--- config.mk ---
export PLATFORM = sky130hd
export DESIGN_NAME = register_bank
export DESIGN_NICKNAME = d
export VERILOG_FILES = /design/src/rtl/register_bank.sv
export SDC_FILE = /design/constraint.sdc
export NUM_CORES = 1
export LEC_CHECK = 0
export CORE_ASPECT_RATIO = 0.8
export CORE_MARGIN = 4
export CORE_UTILIZATION = 60
export DETAILED_ROUTE_END_ITERATION = 16
export PLACE_DENSITY = 0.87
export SKIP_CTS_REPAIR_TIMING = 1
export SYNTH_ARGS = -nofsm -noshare
export SYNTH_HDL_FRONTEND = slang
export SYNTH_SLANG_ARGS = --single-unit
--- constraint.sdc ---
create_clock -name CLK -period 4.63 [get_ports CLK]
set_input_delay 0.926 -clock CLK [delete_from_list [all_inputs] [get_ports CLK]]
set_output_delay 0.926 -clock CLK [all_outputs]
set_load 0.01 [all_outputs]
--- src/rtl/register_bank.sv ---
// DEPTH x WIDTH register bank: one synchronous write port, two combinational read
// ports, optional write-to-read bypass and hard-wired zero entry, sequential clear engine.
module register_bank #(
    parameter int WIDTH    = 16,
    parameter int DEPTH    = 8,
    parameter int ADDR_W   = $clog2(DEPTH),
    parameter bit BYPASS   = 1'b0,
    parameter bit ZERO_REG = 1'b0
) (
    input  logic              CLK,
    input  logic              RST,
    input  logic              write_signal,
    input  logic [ADDR_W-1:0] write_addr,
    input  logic [WIDTH-1:0]  input_value,
    input  logic [ADDR_W-1:0] read_addr_a,
    input  logic [ADDR_W-1:0] read_addr_b,
    output logic [WIDTH-1:0]  output_value_a,
    output logic [WIDTH-1:0]  output_value_b,
    input  logic              clear_req,
    output logic              busy,
    output logic              write_rejected
);

    typedef enum logic {IDLE, CLEAR} state_t;

    state_t                        state_q, state_d;
    logic [ADDR_W-1:0]             ptr_q, ptr_d;
    logic [DEPTH-1:0][WIDTH-1:0]   mem_q, mem_d;
    logic                          wr_en;
    logic [1:0][ADDR_W-1:0]        raddr;
    logic [1:0][WIDTH-1:0]         rdata;

    assign busy           = (state_q == CLEAR);
    assign write_rejected = write_signal && busy;
    // Writes to a hard-wired zero entry are silently discarded, not rejected.
    assign wr_en = write_signal && !busy && !(ZERO_REG && (write_addr == '0));

    always_comb begin
        state_d = state_q;
        ptr_d   = ptr_q;
        case (state_q)
            IDLE: begin
                if (clear_req) begin
                    state_d = CLEAR;
                    ptr_d   = '0;
                end
            end
            CLEAR: begin
                if (ptr_q == ADDR_W'(DEPTH - 1)) begin
                    state_d = IDLE;
                    ptr_d   = '0;
                end else begin
                    ptr_d = ptr_q + 1'b1;
                end
            end
            default: begin
                state_d = IDLE;
                ptr_d   = '0;
            end
        endcase
    end

    always_comb begin
        mem_d = mem_q;
        if (busy) begin
            mem_d[ptr_q] = '0;
        end else if (wr_en) begin
            mem_d[write_addr] = input_value;
        end
    end

    always_ff @(posedge CLK) begin
        if (RST) begin
            state_q <= IDLE;
            ptr_q   <= '0;
            mem_q   <= '0;
        end else begin
            state_q <= state_d;
            ptr_q   <= ptr_d;
            mem_q   <= mem_d;
        end
    end

    assign raddr[0] = read_addr_a;
    assign raddr[1] = read_addr_b;

    // Zero entry overrides bypass; bypass is off while the clear engine runs.
    for (genvar p = 0; p < 2; p++) begin : g_rd
        always_comb begin
            rdata[p] = mem_q[raddr[p]];
            if (BYPASS && write_signal && !busy && (write_addr == raddr[p])) begin
                rdata[p] = input_value;
            end
            if (ZERO_REG && (raddr[p] == '0)) begin
                rdata[p] = '0;
            end
        end
    end

    assign output_value_a = rdata[0];
    assign output_value_b = rdata[1];

endmodule

# ---- Word level (Yosys, flattened, before mapping)
# Cells that the tools add are included.
dict set report classes {
  n_eq_ne 2
  n_reduce_logical 6
  muxes 17
  bitwise 3
  add_sub_neg 1
  magnitude_cmp 6
}
# op count
set ops {}
lappend ops {{2-to-1 mux 128 bit} 2}
lappend ops {{bitwise AND 128 bit} 1}
lappend ops {{bitwise mux 128 bit} 1}
lappend ops {{inverter 128 bit} 1}
lappend ops {{binary-select mux 16 bit (select 3 bit)} 2}
lappend ops {{demux 16 bit (select 3 bit)} 2}
lappend ops {{2-to-1 mux 16 bit} 4}
lappend ops {{< comparator 3 x 4 -> 1 bit, second input constant} 4}
lappend ops {{greater-or-equal comparator 3 x 1 -> 1 bit, second input constant} 2}
lappend ops {{2-to-1 mux 3 bit} 2}
lappend ops {{case mux 3 bit (2 select lines)} 1}
lappend ops {{logical AND 1 bit} 4}
lappend ops {{adder 3 x 1 -> 3 bit, second input constant} 1}
lappend ops {{== test 3 bit, second input constant} 1}
lappend ops {{2-to-1 mux 1 bit} 2}
lappend ops {{!= test 2 bit, second input constant} 1}
lappend ops {{case mux 1 bit (2 select lines)} 1}
lappend ops {{nonzero test 2 bit} 1}
lappend ops {{zero test 1 bit} 1}
lappend ops {{inverter 1 bit} 1}
dict set report totals {
  elab_cells 45
  register_bits 132
  out_inout_bits 34
}

# ---- Depth between registers and ports, before layout
dict set report logic_depth {
  depth_word 7
  ltp_mapped 6
  depth_no_buf 4
}

# ---- Worst setup path after synthesis
# No wires, ideal clock.
dict set report synth_timing {
  path_type {input-to-output}
  startpoint {input read_addr_a[2]}
  endpoint {output output_value_a[10]}
  n_path_buf 2
  cell_stages 4
  slack_ns 1.535
  t_required_ns 3.704
  arrival_ns 2.169
  cell_sequence {buf_2 > buf_2 > mux4_2 > mux2_2}
}
dict set report synth_between {
  elab_chain_cells 2
}
# item line_no
set synth_rtl {}
lappend synth_rtl {{start: declaration} 15} ;# input logic [ADDR_W-1:0] read_addr_a,
lappend synth_rtl {{binary-select mux 16 bit (select 3 bit)} 90} ;# rdata[p] = mem_q[raddr[p]];
lappend synth_rtl {{2-to-1 mux 16 bit (not written as such)} 90}
lappend synth_rtl {{end: declaration} 17} ;# output logic [WIDTH-1:0] output_value_a,
# No other way between the ends. The select of a mux whose other input is x is not followed.

# ---- Worst setup path in the final report
dict set report layout_timing {
  startpoint {input read_addr_a[0]}
  endpoint {output output_value_a[15]}
}
# Same word-level chain as after synthesis.

==> impl_metrics.json <==
{
  "outcome": "completed",
  "clk_latency_ns": 0.42,
  "syn_area_per_cell_um2": 11.1,
  "fin_util_pct": 72.7,
  "dp_hpwl_um": 13300,
  "end_kind": "output pin",
  "synthFlopType": "dfxtp_1",
  "syn_nets": 664,
  "final_antenna_net_count": 0,
  "rows": 34,
  "clockBufferDepth": 2,
  "cts_root_buf": "clkbuf_16",
  "initial_core_util_pct": 62.8,
  "syn_area_um2": 7000,
  "cp-start-kind": "input pin",
  "pwr-share-seq_pct": 43.2,
  "slew_violations": 0,
  "cts_tree": "done",
  "power.density_nw_per_um2": 337,
  "cp_common_cell": "clkdlybuf4s50_1",
  "leakagePower_uw": 0.00284,
  "drc_errors": 0,
  "p_comb_share_pct": 10.9,
  "relSlewSlack_pct": 23.3,
  "cp.arrival_ns": 3.03,
  "hp-class": "flip-flop to flip-flop",
  "drive_gt1_share_pct": 33.6,
  "worstMarginPinSlew_ns": 1.15,
  "p_int_uw": 2060,
  "worstSetupPathType": "input pin to output pin",
  "grt_usage_pct": 34.0,
  "cp_slowest_cell": "mux4_2",
  "cts.sink_count": 132,
  "finalSetupViolCount": 0,
  "grt_max_degree": 69,
  "clock_skew_ns": 0.00614,
  "die_y_um": 105,
  "cp_slowest_stage_delay_ns": 0.55,
  "p_total_uw": 2730,
  "finalSetupTns_ns": 0,
  "synthCells": 633,
  "dieWidth_um": 129,
  "most-common-layout-cells": "dfxtp_1 (132), nor3_1 (112), a31o_2 (68), mux4_2 (64), clkdlybuf4s50_1 (60)",
  "drt-pass1-iter-count": 6,
  "vias": 6229,
  "coreArea_um2": 11100,
  "grt_overflow_total": 0,
  "vias_per_cell": 7.83,
  "postSynth.asyncResetShare_pct": 0,
  "yosys_warnings": 0,
  "routed_wl_um": 22600,
  "final_common_cell": "dfxtp_1",
  "grt_pass1_wl_um": 35100,
  "post-route-min-period_ns": 3.96,
  "initialDrtViolationCount": 1061,
  "p_clk_share_pct": 45.9,
  "swShare_pct": 24.5,
  "dieArea_um2": 13500,
  "critPathBufInv": 3,
  "synth.distinct_cells": 33,
  "fin_crit_sh_pct": 85.5,
  "cp_max_fo": 32,
  "final_hold_viol_count": 0,
  "cp_data_required_time_ns": 3.70,
  "max_freq_mhz": 253,
  "yosys_register_bits": 132,
  "htreeDepth": 4,
  "diodes": 0,
  "peakVddDrop_v": 0.000315,
  "seq_area_frac_synth_pct": 37.7,
  "crit_family": "buffers and inverters",
  "rsz0062_at_grt": "false",
  "synth_top_area_share_pct": 37.7,
  "gp_congestion": 0.870,
  "synth_top_cell_by_area": "dfxtp_1",
  "dp.cells": 766,
  "clkTransAtPathRegs_ns": 0.05,
  "portBuffers": 62,
  "synth_edf_count": 0,
  "final_cells": 796,
  "synth.area.top_cells": "dfxtp_1 (38%), mux4_2 (21%), a31o_2 (8.5%), nor3_1 (8.0%), a31o_1 (5.5%)",
  "antenna_found_initial": 0,
  "area_growth_pct": 15.8,
  "path_cells": "clkdlybuf4s50_1, buf_12, mux4_2, mux2_2, clkdlybuf4s50_1",
  "grt_pass1_vias": 6296,
  "max_cap_viol_count": 0,
  "numCtsBuffers": 17,
  "p_switching_uw": 669,
  "num-fill-cells": 705,
  "wl_per_cell_um": 28.5,
  "io_pins": 63,
  "nets": 672
}
## through the flow
step / hold slack, ns / worst slack, ns / cell area [um2]
final: 0.504 / 0.672 / 8110
after CTS: 0.501 / 0.687 / 8110
after global placement: 0.468 / 0.733 / 7560
after floorplan: 0.461 / 1.54 / 7000
after detailed placement: 0.487 / 0.686 / 7560
after global routing: 0.524 / 0.656 / 8110
## layout make-up
cell class	count	area, um2	share of cell area, %
clock buffer	25	495	6.11
clock inverter	5	50.0	0.617
inverter	2	7.51	0.0926
multi-input combinational	405	3910	48.3
sequential	132	2640	32.6
tap	144	180	2.22
timing repair buffer	83	818	10.1
## synth_stat cells (2+ instances only)
library cell / count
o21ai_0: 16
ha_1: 2
a31oi_2: 3
o211ai_1: 16
nor3_1: 112
clkbuf_1: 27
mux2_2: 32
buf_1: 20
a21oi_1: 2
nor2_1: 5
mux4_2: 64
inv_1: 2
or2_1: 8
buf_6: 4
nor3b_1: 2
buf_2: 41
a41oi_1: 3
nand2b_1: 18
a31o_2: 68
dfxtp_1: 132
a31o_1: 44
## power groups by stage
stage	combinational (uW)	clock, uW	sequential, uW
2_1_floorplan	190	0	1190
3_3_place_gp	279	0	1200
3_5_place_dp	287	0	1200
4_1_cts	289	1250	1180
5_1_grt	308	1300	1180
6_report	298	1250	1180
## cell families (layout without fill, tap and decap cells)
logic type | Yosys count | after routing | synth area share [%]
flops | 132 | 132 | 37.7
buf+inv | 96 | 115 | 6.38
compound gates | 155 | 155 | 18.2
simple gates | 151 | 151 | 11.4
fa+ha+maj | 2 | 2 | 0.357
mux | 97 | 97 | 25.9
## registers in the layout, indices dropped and copies added (netlist names)
| signal | flops |
|---|---|
| mem_q | 128 |
| ptr_q | 3 |
| busy | 1 |
## metal layers
metal	part of all wire, %	global-route usage (%)	wire length, um
met4	5.9	17.8	1340
met2	46	52.8	10500
met3	13	11.3	2960
met5	0	0	0
met1	35	42.2	7850
## worst paths after layout
path	startpoint	endpoint	slack [ns]	cells past startpoint
min reg2reg	mem_q[36]	mem_q[36]	0.50	1
max	read_addr_a[0]	output_value_a[15]	0.67	5
max reg2reg	busy	mem_q[3]	1.99	3
min	mem_q[36]	mem_q[36]	0.50	1
(Power assumes the default switching activity.)
